==> src/rtl/step_control_unit_if.sv <==
// Control-path bundle between the step counter, the step control unit and the datapath.
// The master side drives run/instr/step; the slave side (the control unit) drives everything else.
interface step_control_unit_if #(
    parameter int OP_W = 3,
    parameter int RA_W = 3
);
    localparam int IR_W = OP_W + 2 * RA_W;
    localparam int NREG = 1 << RA_W;

    logic            run;
    logic [IR_W-1:0] instr;
    logic [1:0]      step;
    logic            step_clear;
    logic            busy;
    logic            done;
    logic [IR_W-1:0] ir_q;
    logic [NREG-1:0] r_in;
    logic [NREG-1:0] r_out;
    logic            din_out;
    logic            a_in;
    logic            g_in;
    logic            g_out;
    logic            addsub;
    logic            illegal;

    modport master (
        output run, instr, step,
        input  step_clear, busy, done, ir_q, r_in, r_out,
               din_out, a_in, g_in, g_out, addsub, illegal
    );

    modport slave (
        input  run, instr, step,
        output step_clear, busy, done, ir_q, r_in, r_out,
               din_out, a_in, g_in, g_out, addsub, illegal
    );
endinterface

==> src/rtl/step_control_unit.sv <==
// Step sequencer: latches an instruction at T0 and decodes {ir_q, step} into datapath strobes.
// Optional CTRL_ILLEGAL_TRAP_EN makes op 1xx set a sticky illegal flag instead of a silent NOP.
module step_control_unit #(
    parameter int OP_W = 3,
    parameter int RA_W = 3
) (
    input  logic              clock,
    input  logic              clear,
    step_control_unit_if.slave bus
);
    localparam int IR_W = OP_W + 2 * RA_W;
    localparam int NREG = 1 << RA_W;

    localparam logic [OP_W-1:0] OP_MV  = OP_W'(0);
    localparam logic [OP_W-1:0] OP_MVI = OP_W'(1);
    localparam logic [OP_W-1:0] OP_ADD = OP_W'(2);
    localparam logic [OP_W-1:0] OP_SUB = OP_W'(3);

    typedef enum logic {IDLE, BUSY} state_t;

    state_t          state_q, state_d;
    logic [IR_W-1:0] ir_q;
    logic            capture;
    logic            illegal_op;

    logic [OP_W-1:0] op;
    logic [RA_W-1:0] rx, ry;
    logic [NREG-1:0] rx_oh, ry_oh;

    logic            step_clear, done, din_out, a_in, g_in, g_out, addsub;
    logic [NREG-1:0] r_in, r_out;

    assign op    = ir_q[IR_W-1 -: OP_W];
    assign rx    = ir_q[2*RA_W-1 -: RA_W];
    assign ry    = ir_q[RA_W-1:0];
    assign rx_oh = NREG'(1) << rx;
    assign ry_oh = NREG'(1) << ry;
    // Anything outside the four defined opcodes is treated like op 1xx so it can never stall.
    assign illegal_op = (op > OP_SUB);

    always_ff @(posedge clock or posedge clear) begin
        if (clear) state_q <= IDLE;
        else       state_q <= state_d;
    end

    always_comb begin
        state_d    = state_q;
        capture    = 1'b0;
        step_clear = 1'b0;
        done       = 1'b0;
        r_in       = '0;
        r_out      = '0;
        din_out    = 1'b0;
        a_in       = 1'b0;
        g_in       = 1'b0;
        g_out      = 1'b0;
        addsub     = 1'b0;
        case (state_q)
            IDLE: begin
                if (bus.step == 2'd0 && bus.run) begin
                    capture = 1'b1;
                    state_d = BUSY;
                end else begin
                    step_clear = 1'b1;
                end
            end
            BUSY: begin
                if (bus.step == 2'd0) begin
                    // Counter fell back to T0 mid-instruction: abandon it, keep ir_q.
                    step_clear = 1'b1;
                    state_d    = IDLE;
                end else begin
                    if (illegal_op) begin
                        done = (bus.step == 2'd1);
                    end else begin
                        case (op)
                            OP_MV: if (bus.step == 2'd1) begin
                                r_out = ry_oh;
                                r_in  = rx_oh;
                                done  = 1'b1;
                            end
                            OP_MVI: if (bus.step == 2'd1) begin
                                din_out = 1'b1;
                                r_in    = rx_oh;
                                done    = 1'b1;
                            end
                            default: begin
                                case (bus.step)
                                    2'd1: begin
                                        r_out = rx_oh;
                                        a_in  = 1'b1;
                                    end
                                    2'd2: begin
                                        r_out  = ry_oh;
                                        g_in   = 1'b1;
                                        addsub = (op == OP_SUB);
                                    end
                                    2'd3: begin
                                        g_out = 1'b1;
                                        r_in  = rx_oh;
                                        done  = 1'b1;
                                    end
                                    default: ;
                                endcase
                            end
                        endcase
                    end
                    if (done) begin
                        step_clear = 1'b1;
                        state_d    = IDLE;
                    end
                end
            end
            default: state_d = IDLE;
        endcase
    end

    always_ff @(posedge clock or posedge clear) begin
        if (clear)        ir_q <= '0;
        else if (capture) ir_q <= bus.instr;
    end

`ifdef CTRL_ILLEGAL_TRAP_EN
    logic illegal_q;
    always_ff @(posedge clock or posedge clear) begin
        if (clear)                                                      illegal_q <= 1'b0;
        else if (state_q == BUSY && bus.step == 2'd1 && illegal_op)     illegal_q <= 1'b1;
    end
    assign bus.illegal = illegal_q;
`else
    assign bus.illegal = 1'b0;
`endif

    assign bus.step_clear = step_clear;
    assign bus.busy       = (state_q == BUSY);
    assign bus.done       = done;
    assign bus.ir_q       = ir_q;
    assign bus.r_in       = r_in;
    assign bus.r_out      = r_out;
    assign bus.din_out    = din_out;
    assign bus.a_in       = a_in;
    assign bus.g_in       = g_in;
    assign bus.g_out      = g_out;
    assign bus.addsub     = addsub;
endmodule

==> src/flat_wrapper.sv <==
// flat-port wrapper written by rule: the top's interface ports become plain ports
module step_control_unit_flat 
#(
    parameter int OP_W = 3,
    parameter int RA_W = 3
)
  (clock, clear, bus_run, bus_instr, bus_step, bus_step_clear, bus_busy, bus_done, bus_ir_q, bus_r_in, bus_r_out, bus_din_out, bus_a_in, bus_g_in, bus_g_out, bus_addsub, bus_illegal);
  step_control_unit_if #(.OP_W(OP_W), .RA_W(RA_W)) bus_i ();
  input  logic clock;
  input  logic clear;
  input wire logic [$bits(bus_i.run)-1:0] bus_run;
  input wire logic [$bits(bus_i.instr)-1:0] bus_instr;
  input wire logic [$bits(bus_i.step)-1:0] bus_step;
  output wire logic [$bits(bus_i.step_clear)-1:0] bus_step_clear;
  output wire logic [$bits(bus_i.busy)-1:0] bus_busy;
  output wire logic [$bits(bus_i.done)-1:0] bus_done;
  output wire logic [$bits(bus_i.ir_q)-1:0] bus_ir_q;
  output wire logic [$bits(bus_i.r_in)-1:0] bus_r_in;
  output wire logic [$bits(bus_i.r_out)-1:0] bus_r_out;
  output wire logic [$bits(bus_i.din_out)-1:0] bus_din_out;
  output wire logic [$bits(bus_i.a_in)-1:0] bus_a_in;
  output wire logic [$bits(bus_i.g_in)-1:0] bus_g_in;
  output wire logic [$bits(bus_i.g_out)-1:0] bus_g_out;
  output wire logic [$bits(bus_i.addsub)-1:0] bus_addsub;
  output wire logic [$bits(bus_i.illegal)-1:0] bus_illegal;
  assign bus_i.run = bus_run;
  assign bus_i.instr = bus_instr;
  assign bus_i.step = bus_step;
  assign bus_step_clear = bus_i.step_clear;
  assign bus_busy = bus_i.busy;
  assign bus_done = bus_i.done;
  assign bus_ir_q = bus_i.ir_q;
  assign bus_r_in = bus_i.r_in;
  assign bus_r_out = bus_i.r_out;
  assign bus_din_out = bus_i.din_out;
  assign bus_a_in = bus_i.a_in;
  assign bus_g_in = bus_i.g_in;
  assign bus_g_out = bus_i.g_out;
  assign bus_addsub = bus_i.addsub;
  assign bus_illegal = bus_i.illegal;
  step_control_unit #(.OP_W(OP_W), .RA_W(RA_W)) u_core (.clock(clock), .clear(clear), .bus(bus_i));
endmodule
==> config.mk <==
export PLATFORM = sky130hd
export DESIGN_NAME = step_control_unit_flat
export DESIGN_NICKNAME = d
export VERILOG_FILES = /design/src/rtl/step_control_unit_if.sv /design/src/rtl/step_control_unit.sv /design/src/flat_wrapper.sv
export SDC_FILE = /design/constraint.sdc
export NUM_CORES = 1
export LEC_CHECK = 0
export BUFFER_PORTS_ARGS = -buffer_cell sky130_fd_sc_hd__buf_4
export CORE_MARGIN = 2
export CORE_UTILIZATION = 46
export DETAILED_ROUTE_END_ITERATION = 16
export PLACE_DENSITY_LB_ADDON = 0.05
export SLEW_MARGIN = 40
export SYNTH_ARGS = -nofsm -noshare
export SYNTH_HDL_FRONTEND = slang
export SYNTH_SLANG_ARGS = --single-unit
==> constraint.sdc <==
create_clock -name clock -period 6.09 [get_ports clock]
set_input_delay 1.218 -clock clock [delete_from_list [all_inputs] [get_ports clock]]
set_output_delay 1.218 -clock clock [all_outputs]
set_load 0.005 [all_outputs]
==> After elaboration in Yosys (flattened, before gate mapping) <==
Cells that the tools add are included.
{ "totals": {"ff_bits": 10, "latchBits": 0, "mem_bits_rw": 0, "romBits": 0, "input_bits": 14, "n_memories": 0} }
{ "classes": {"add_sub_neg": 0, "multipliers": 0, "n_div": 0, "order_cmp": 1, "n_eq_ne": 5, "n_shift": 2, "muxes": 51, "bitwise": 1, "reduce_logical": 4} }
{ "ops": {"columns": ["operator", "count"], "rows": [
  ["$mux W8", 10],
  ["$mux W1", 37],
  ["$pmux W8 S2", 2],
  ["$shl A1 B3 Y8 const A", 2],
  ["$eq A2 B2 Y1 const B", 2],
  ["$pmux W1 S2", 2],
  ["$eq A3 B1 Y1 const B", 1],
  ["$eq A3 B2 Y1 const B", 1],
  ["$gt A3 B2 Y1 const B", 1],
  ["$logic_not A3 Y1", 1],
  ["$eq A2 B1 Y1 const B", 1],
  ["$logic_not A2 Y1", 1],
  ["$reduce_or A2 Y1", 1],
  ["$logic_and A1 B1 Y1", 1],
  ["$not A1 Y1", 1]
]} }

==> Longest topological paths before layout <==
Gate-level depths: netlist of the first run.
{ "depth": {"ltp_word": 9, "depth_mapped": 5, "ltp_nobuf": 5} }

==> Least setup slack after synthesis of the first run <==
Ideal clock, no wire load.
{ "synth_timing": {"path_type": "in2out", "startpoint": "input port bus_step[0]", "endpoint": "output port bus_r_out[1]", "t_arrival_ns": 2.511, "path_slack_ns": 2.361, "path_stages": 5, "path_buffers": 0, "cell_sequence": "inv_1 -> ha_1 -> or3b_4 -> or4b_4 -> o22ai_2"} }
{ "synth_between": {"elab_chain_len": 6, "elab_cells_between_ends": 9, "classes_between": "eq/ne (2); mux (6); reduce/logical (1)"} }
{ "synth_lines": {"columns": ["element", "line", "text"], "rows": [
  ["start: declaration", "flat_wrapper.sv:13", "input wire logic [$bits(bus_i.step)-1:0] bus_step;"],
  ["$eq A2 B2 Y1 or $eq A2 B1 Y1 (tied branches)", "step_control_unit.sv:88, step_control_unit.sv:77", null],
  ["$pmux W8 S2 or $mux W8 (tied branches)", "step_control_unit.sv:88, step_control_unit.sv:77", null],
  ["$pmux W8 S2", "step_control_unit.sv:76", "case (op)"],
  ["$mux W8", "step_control_unit.sv:73", "if (illegal_op) begin"],
  ["$mux W8 (*)", "step_control_unit.sv:68", "if (bus.step == 2'd0) begin"],
  ["$mux W8 (*)", "step_control_unit.sv:58", "case (state_q)"],
  ["end: declaration", "flat_wrapper.sv:19", "output wire logic [$bits(bus_i.r_out)-1:0] bus_r_out;"]
]} }
Every way passes the cells marked *; elsewhere a longest branch is shown, timed or not.

==> Worst setup path in the final report of the first run <==
Ends and elaborated chain as after synthesis.

==> impl_metrics.csv, run 1 <==
group,metric,value,unit
flow_run,maxCapViolCount,0,
die,die_h,47.0,microns
global_route,grt.total_usage,21.7,%
clocking,clock_latency,0.26,ns
die,chipWidth,47.0,microns
place,place_congestion,0.831,
sta,fin_crit_sh,65.9,%
power_and_ir_drop,vdd.ir_drop.worst,0.185,mV
power_and_ir_drop,power_per_cell_area,208,nW/um^2
setup_path,r2r_start,"u_core.bus.busy",
global_route,grt_util_met2,36.2,%
global_route,grt_overflow_total,0,
finish,area_growth,44.8,%
synth,synth_cell_type_count,37,
synth,synth_top_area_cell,"dfrtp_1",
sta,slew_headroom,53.9,%
finish,drive_above_1_share,47.8,%
die,ioPinCount,48,
global_route,busiest_layer,"met2",
clocking,cts_setup_buffers,0,
routing,wl_per_cell,13.0,microns
sta,max_freq,249,MHz
synth,seq_area_frac_synth,29.5,%
setup_path,rr_worst_depth,2,
global_route,antenna_found_initial,0,
clocking,cts_tree,"done",
clocking,htree_levels,1,
global_route,globalRouteMet3Util,1.15,%
global_route,grt_pass1_vias,775,
hold_path,whs_path_depth,1,
sta,grt_setup_unrepaired,"false",
clocking,ctsResizeCount,0,
sta,holdWs,0.644,ns
synth,syn_area_per_cell,9.14,sq um
sta,setup_violations,0,
sta,fin_setup_tns,0,ns
synth,syn_nets,111,
global_route,grt_pass1_wl,3410,microns
setup_path,crit_required,4.87,ns
routing,dr.pass1.iters,4,
hold_path,hold_start,"u_core.bus.ir_q[3]",
global_route,grt_start_max_net_pins,13,
synth,syn_area,850,sq um
synth,synth_top_flop_cell,"dfrtp_1",
routing,drtAntennaViolNets,0,
clocking,clockBufferDepth,2,
die,start_util,49.2,%
setup_path,start_kind,"primary input",
synth,synth-edff-count,0,
synth,ys_seq_elements,10,
finish,n_antenna_cell,0,
sta,min_period,4.01,ns
status,status,"completed",
sta,tightest_slew,0.691,ns
clocking,hold_buffers,0,
power_and_ir_drop,power_leakage,0.573,nW
die,dieArea,2210,sq um
place,dpl.hpwl,1730,microns
finish,fin_nets,158,
routing,vias,897,
clocking,cts.clk_slew.worst_paths,0.06,ns
sta,maxSlewViolCount,0,
routing,routed_wirelength,2110,microns
die,rows,15,
synth,synth_async_sr_flop_share,100,%
global_route,met1_usage,29.2,%
place,io_buffers,46,
setup_path,crit_arrival,2.79,ns
routing,vias_per_cell,5.50,
setup_path,end_kind,"primary output",
synth,syn_inst,93,
setup_path,startpoint,"bus_step[0]",
synth,ys_top_cells_by_area,"dfrtp_1, mux2_2, ha_1",
synth,netlist.area_leader.share,29.5,%
sta,fin_worst_skew,0.00220,ns
routing,drc,0,
setup_path,criticalPathCategory,"primary input to primary output",
synth,yosys_warnings,0,
sta,hold_viol,0,
clocking,clock-root-buffer,"clkbuf_4",
clocking,clock_sinks,10,
routing,drtIter0Drc,20,
setup_path,path_max_fanout,5,
die,core_area,1730,sq um
clocking,numCtsBuffers,3,
hold_path,holdCritPathClass,"flop to flop",
==> state kept, by name, indices dropped and copies added, names as in the netlist <==
signal           count
u_core.bus.ir_q      9
u_core.bus.busy      1
==> path summary, 6_finish.rpt <==
| kind | to | slack, ns |
|---|---|---|
| max | bus_r_out[1] | 2.08 |
| min | u_core.bus.ir_q[3] | 0.64 |
| max reg2reg | u_core.bus.ir_q[4] | 4.68 |
| min reg2reg | u_core.bus.ir_q[3] | 0.64 |
| max in group asynchronous | u_core.bus.ir_q[0] | 4.92 |
| min in group asynchronous | u_core.bus.ir_q[4] | 0.92 |
==> report_power, final <==
part	internal (mW)	total [mW]	switching, mW
clock	0.0227	0.0427	0.0200
sequential	0.0824	0.117	0.0345
combinational	0.0581	0.0964	0.0383
total	0.163	0.256	0.0928
==> logic make-up (layout without fill, tap and decap cells) <==
kind of cell / after synthesis / after routing / synth area share, %
AOI/OAI and AO/OA: 14 / 14 / 12.2
adders and majority gates: 4 / 4 / 5.89
buffers and inverters: 8 / 53 / 3.98
DFF: 10 / 10 / 29.5
muxes: 11 / 11 / 14.6
other: 1 / 1 / 0.441
and+or+nand+nor: 45 / 45 / 33.4
==> final cells by class <==
cell class / count / area, sq um
Multi-Input combinational cell: 75 / 566
Fill cell: 158 / 497
Timing Repair Buffer: 46 / 345
Sequential cell: 10 / 250
Tap cell: 25 / 31.3
Clock buffer: 3 / 22.5
Inverter: 4 / 15.0
==> placed cells by master (no fill, tap or decap), drive strengths merged, types with 3 or more instances in the layout <==
| master | count |
|---|---|
| buf | 46 |
| clkbuf | 3 |
| dfrtp | 10 |
| ha | 4 |
| inv | 4 |
| mux2 | 11 |
| nand2b | 4 |
| nand3 | 5 |
| nand3b | 3 |
| nor2 | 11 |
| o21ai | 4 |
| o22ai | 3 |
| or4b | 3 |
==> cells in the mapped netlist (3+ instances only) <==
cell	n
o21ai_0	4
nor2_1	11
nand3b_1	3
nand3_1	5
nand2b_1	4
ha_1	4
mux2_2	11
inv_1	4
dfrtp_1	10
==> per-layer routing <==
| metal | routed length (microns) | share of wire (%) |
|---|---|---|
| met1 | 867 | 41 |
| met2 | 1090 | 51 |
| met3 | 135 | 6.4 |
| met4 | 21 | 0.99 |
| met5 | 0 | 0 |
==> critical path, stage by stage <==
cell,delay [ns]
buf_4,0.09
inv_1,0.05
ha_1,0.24
or3b_4,0.41
or4b_4,0.52
o22ai_2,0.13
buf_4,0.13
==> per-stage QoR <==
| step | util [%] | instances | setup WS, ns | area, sq um | power [mW] |
|---|---|---|---|---|---|
| 4_1_cts | 71.2 | 163 | 2.08 | 1230 | 0.259 |
| 3_5_place_dp | 69.9 | 160 | 2.09 | 1210 | 0.214 |
| 6_report | 71.2 | 163 | 2.08 | 1230 | 0.256 |
| 2_1_floorplan | - | 93 | 2.36 | 850 | 0.164 |
| 5_1_grt | 71.2 | 163 | 1.89 | 1230 | 0.275 |
| 3_3_place_gp | 69.9 | 160 | 2.09 | 1210 | 0.211 |
(Power assumes the default switching activity.)
==> inputs of run 2 (changes only) <==
--- a/config.mk
+++ b/config.mk
@@ -7,7 +7,7 @@
 export LEC_CHECK = 0
 export BUFFER_PORTS_ARGS = -buffer_cell sky130_fd_sc_hd__buf_4
 export CORE_MARGIN = 2
-export CORE_UTILIZATION = 46
+export CORE_UTILIZATION = 39
 export DETAILED_ROUTE_END_ITERATION = 16
 export PLACE_DENSITY_LB_ADDON = 0.05
 export SLEW_MARGIN = 40
==> constraint.sdc (replaced) <==
create_clock -name clock -period 3.3 [get_ports clock]
set_input_delay 0.66 -clock clock [delete_from_list [all_inputs] [get_ports clock]]
set_output_delay 0.66 -clock clock [all_outputs]
set_load 0.005 [all_outputs]
==> run 2 against run 1 <==
Compared with the run above:
- count of clock-buffer cells in the layout unchanged
- register-to-register slack worse by 2.7 ns
- non-clock buffer count up 2
- sequential power up 85%
- critical path depth unchanged
- sequential share of layout area down 0.29 points
- clock power up 74%
- sequential cell count unchanged
==> impl_metrics.csv, run 2 (same netlist as run 1, synthesis figures left out) <==
group,metric,value,unit
setup_path,criticalPathCategory,"primary input to primary output",
routing,drtIter0Drc,26,
setup_path,crit_arrival,2.25,ns
global_route,grt_start_max_net_pins,13,
die,dieArea,2570,sq um
global_route,grt_pass1_vias,760,
clocking,cts_setup_buffers,0,
finish,fillCellCount,194,
finish,fin_nets,160,
setup_path,start_kind,"primary input",
die,die_h,50.7,microns
global_route,busiest_layer,"met2",
hold_path,holdCritPathClass,"primary input to asynchronous set/reset pin",
routing,routed_wirelength,2160,microns
die,start_util,42.4,%
global_route,grt_overflow_total,0,
power_and_ir_drop,power_leakage,0.583,nW
clocking,clockBufferDepth,2,
sta,fin_worst_skew,0.00264,ns
global_route,grt_util_met2,29.6,%
die,core_area,2000,sq um
setup_path,startpoint,"bus_step[0]",
clocking,numCtsBuffers,3,
die,rows,16,
setup_path,timing.rr.end,"u_core.bus.busy",
power_and_ir_drop,vdd.ir_drop.worst,0.343,mV
finish,top_register,"u_core.bus.ir_q",
setup_path,r2r_slack,1.98,ns
setup_path,end_kind,"primary output",
setup_path,rr_worst_depth,3,
sta,fin_crit_sh,88.1,%
routing,wl_per_cell,13.0,microns
die,chipWidth,50.7,microns
clocking,htree_levels,1,
clocking,hold_buffers,0,
setup_path,path_max_fanout,5,
power_and_ir_drop,power_per_cell_area,378,nW/um^2
clocking,cts_tree,"done",
place,dpl.hpwl,1770,microns
status,status,"completed",
sta,maxSlewViolCount,0,
routing,dr.pass1.iters,4,
global_route,antenna_found_initial,0,
clocking,cts.clk_slew.worst_paths,0.06,ns
finish,layout_common_cells,"buf_4, mux2_2, nor2_1",
finish,largest_reg_flops,9,
routing,vias,893,
routing,drc,0,
finish,area_growth,46.8,%
setup_path,r2r_start,"u_core.bus.ir_q[8]",
global_route,grt_pass1_wl,3480,microns
finish,drive_above_1_share,48.6,%
die,ioPinCount,48,
global_route,globalRouteMet3Util,0.893,%
finish,n_antenna_cell,0,
place,place_congestion,0.827,
sta,grt_setup_unrepaired,"false",
setup_path,crit_required,2.64,ns
clocking,clock_latency,0.25,ns
routing,vias_per_cell,5.35,
sta,max_freq,344,MHz
global_route,met1_usage,23.7,%
sta,min_period,2.91,ns
global_route,grt.total_usage,17.4,%
place,io_buffers,46,
sta,setup_violations,0,
sta,holdWs,0.377,ns
clocking,clock-root-buffer,"clkbuf_4",
sta,fin_setup_tns,0,ns
flow_run,maxCapViolCount,0,
clocking,ctsResizeCount,0,
clocking,clock_sinks,10,
sta,hold_viol,0,
routing,drtAntennaViolNets,0,
finish,final_common_cell,"buf_4",
==> run 2: changes by cell type in the layout (fill, tap and decap cells not counted) <==
cell / previous run / this run
buf_4: 46 / 48
==> run 2: stage by stage <==
stage               power, mW  std cells  instance area (sq um)  util [%]  worst slack [ns]
global placement        0.394        164                   1220      61.2             0.416
CTS                     0.477        167                   1250      62.3             0.388
detailed placement      0.400        164                   1220      61.2             0.389
floorplan               0.303         93                    850         -             0.687
global route            0.504        167                   1250      62.3             0.321
finish                  0.472        167                   1250      62.3             0.393
==> run 2: per-layer routing <==
layer  vias to the layer above  part of all wire, %
met3                         2                  6.7
met5                         -                    0
li1                        444                    -
met2                        32                   50
met1                       415                   42
met4                         0                 0.23
==> run 2: area by class of cell <==
type | instances | area (sq um) | share of cell area, %
Inverter | 4 | 15.0 | 1.20
Timing Repair Buffer | 48 | 360 | 28.9
Multi-Input combinational cell | 75 | 566 | 45.3
Clock buffer | 3 | 22.5 | 1.81
Tap cell | 27 | 33.8 | 2.71
Sequential cell | 10 | 250 | 20.1
==> run 2: worst max path at each step <==
stage	to	slack [ns]	depth (start not counted)
after CTS	bus_r_out[1]	0.39	7
after floorplan	bus_r_out[1]	0.69	5
after global placement	bus_r_out[1]	0.42	7
after detailed placement	bus_r_out[1]	0.39	7
after global routing	bus_r_out[7]	0.32	7
final	bus_r_out[1]	0.39	7
==> run 2: critical path, stage by stage <==
cell     delay [ns]
buf_4          0.09
inv_1          0.05
ha_1           0.25
or3b_4         0.41
or4b_4         0.52
o22ai_2        0.13
buf_4          0.13
==> run 2: where the power goes <==
part           total, mW  internal [mW]  switching, mW
logic              0.181          0.109         0.0716
registers          0.217          0.152         0.0645
clock network     0.0742         0.0416         0.0326
==> inputs of run 3 (changes only) <==
--- a/config.mk
+++ b/config.mk
@@ -5,12 +5,12 @@
 export SDC_FILE = /design/constraint.sdc
 export NUM_CORES = 1
 export LEC_CHECK = 0
-export BUFFER_PORTS_ARGS = -buffer_cell sky130_fd_sc_hd__buf_4
+export BUFFER_PORTS_ARGS = -buffer_cell sky130_fd_sc_hd__buf_2
 export CORE_MARGIN = 2
 export CORE_UTILIZATION = 39
 export DETAILED_ROUTE_END_ITERATION = 16
 export PLACE_DENSITY_LB_ADDON = 0.05
-export SLEW_MARGIN = 40
+export SLEW_MARGIN = 0
 export SYNTH_ARGS = -nofsm -noshare
 export SYNTH_HDL_FRONTEND = slang
 export SYNTH_SLANG_ARGS = --single-unit
==> run 3 against run 2 <==
Compared with the run above:
- non-clock buffer count is 1 lower
- sequential power hardly changed
- count of clock-buffer cells in the layout stayed put
- hold slack worse by 0.024 ns
- utilization is 6.1 points lower
- fmax is 0.46% higher
- global-route usage is 0.70 points higher
- critical path depth stayed put
- first-iteration DRC count is 54% lower
- final area is 9.8% lower
- sequential share of layout area is 2.2 points higher
==> impl_metrics.csv, run 3 (same netlist as run 1, synthesis figures left out) <==
group,metric,value,unit
finish,drive_above_1_share,48.2,%
global_route,grt_overflow_total,0,
routing,drtAntennaViolNets,0,
die,rows,16,
die,die_h,50.7,microns
die,core_area,2000,sq um
place,place_congestion,0.824,
clocking,numCtsBuffers,3,
finish,fillCellCount,197,
clocking,clock_sinks,10,
routing,vias_per_cell,5.31,
sta,hold_viol,0,
finish,layout_common_cells,"buf_2, mux2_2, nor2_1",
sta,fin_setup_tns,0,ns
clocking,cts_setup_buffers,0,
flow_run,maxCapViolCount,0,
clocking,hold_buffers,0,
sta,max_freq,346,MHz
finish,top_register,"u_core.bus.ir_q",
setup_path,crit_required,2.64,ns
sta,fin_crit_sh,87.7,%
global_route,grt_pass1_vias,805,
clocking,htree_levels,1,
sta,tightest_slew,0.505,ns
setup_path,crit_arrival,2.23,ns
place,io_buffers,46,
finish,final_common_cell,"buf_2",
setup_path,criticalPathCategory,"primary input to primary output",
routing,vias,881,
status,status,"completed",
setup_path,crit_family,"simple AND/OR/NAND/NOR gates",
routing,dr.pass1.iters,4,
die,ioPinCount,48,
global_route,grt_pass1_wl,3510,microns
routing,drtIter0Drc,12,
setup_path,crit_path_max_incr_delay,0.52,ns
sta,maxSlewViolCount,0,
routing,drc,0,
routing,routed_wirelength,2180,microns
sta,grt_setup_unrepaired,"false",
finish,multiInputGateArea,566,sq um
clocking,clock-root-buffer,"clkbuf_4",
power_and_ir_drop,power_per_cell_area,401,nW/um^2
finish,seq_area,250,sq um
sta,fin_worst_skew,0.000227,ns
global_route,grt.total_usage,18.1,%
setup_path,start_kind,"primary input",
power_and_ir_drop,power_leakage,0.561,nW
sta,min_period,2.89,ns
clocking,ctsResizeCount,0,
global_route,grt_start_max_net_pins,13,
power_and_ir_drop,vdd.ir_drop.worst,0.298,mV
sta,slew_headroom,66.2,%
clocking,cts.clk_slew.worst_paths,0.05,ns
clocking,clockBufferDepth,2,
die,dieArea,2570,sq um
place,dpl.hpwl,1740,microns
finish,n_antenna_cell,0,
setup_path,path_max_fanout,5,
setup_path,critical_path.cell_chain,"buf_2 > inv_1 > ha_1 > or3b_4 > or4b_4 > o22ai_2 > buf_2",
clocking,clock_latency,0.26,ns
setup_path,cp_slowest_cell,"or4b_4",
setup_path,end_kind,"primary output",
finish,area_growth,32.4,%
clocking,cts_tree,"done",
hold_path,holdCritPathClass,"primary input to asynchronous set/reset pin",
finish,largest_reg_flops,9,
setup_path,cp_num_buf_inv,3,
setup_path,cp_common_cell,"buf_2",
die,start_util,42.4,%
global_route,antenna_found_initial,0,
die,chipWidth,50.7,microns
sta,setup_violations,0,
routing,wl_per_cell,13.1,microns
finish,fin_nets,159,
finish,fin_util,56.2,%
-- run 3: changes by cell type in the layout (fill, tap and decap cells not counted), sizes merged --
cell / before / now
buf: 48 / 47
-- run 3: report_power, final --
part	internal [mW]	switching (mW)
sequential	0.152	0.0634
combinational	0.0867	0.0710
clock	0.0418	0.0357
-- run 3: path summary, 6_finish.rpt --
| check | startpoint | to | slack, ns | cells after the start |
|---|---|---|---|---|
| max | bus_step[0] | bus_r_out[1] | 0.41 | 7 |
| min | clear | u_core.bus.ir_q[8] | 0.35 | 2 |
| max reg2reg | u_core.bus.busy | u_core.bus.ir_q[4] | 1.90 | 2 |
| min reg2reg | u_core.bus.ir_q[5] | u_core.bus.ir_q[5] | 0.64 | 1 |
| max in group asynchronous | clear | u_core.bus.ir_q[5] | 2.69 | 2 |
| min in group clock | bus_instr[5] | u_core.bus.ir_q[5] | 0.63 | 2 |
-- run 3: stage by stage --
stage	hold slack, ns	area [sq um]	total power, mW	worst slack [ns]	cells
finish	0.353	1120	0.451	0.406	166
global route	0.380	1120	0.482	0.309	166
CTS	0.357	1120	0.457	0.395	166
detailed placement	0.634	1100	0.376	0.399	163
global placement	0.609	1100	0.370	0.402	163
floorplan	0.500	850	0.303	0.687	93
-- run 3: layout make-up --
| cell class | instances | share of cell area, % |
|---|---|---|
| inverters | 4 | 1.33 |
| well taps | 27 | 3.00 |
| flip-flops and latches | 10 | 22.2 |
| multi-input cells | 75 | 50.3 |
| repair buffers | 47 | 21.1 |
| clock buffers | 3 | 2.00 |
-- run 3: routing by layer --
layer / global-route usage (%) / vias to the layer above / wire length [microns]
li1: - / 442 / -
met1: 21.7 / 405 / 1000
met2: 30.7 / 29 / 1040
met3: 2.08 / 5 / 101
met4: 11.3 / 0 / 42
met5: 0 / - / 0
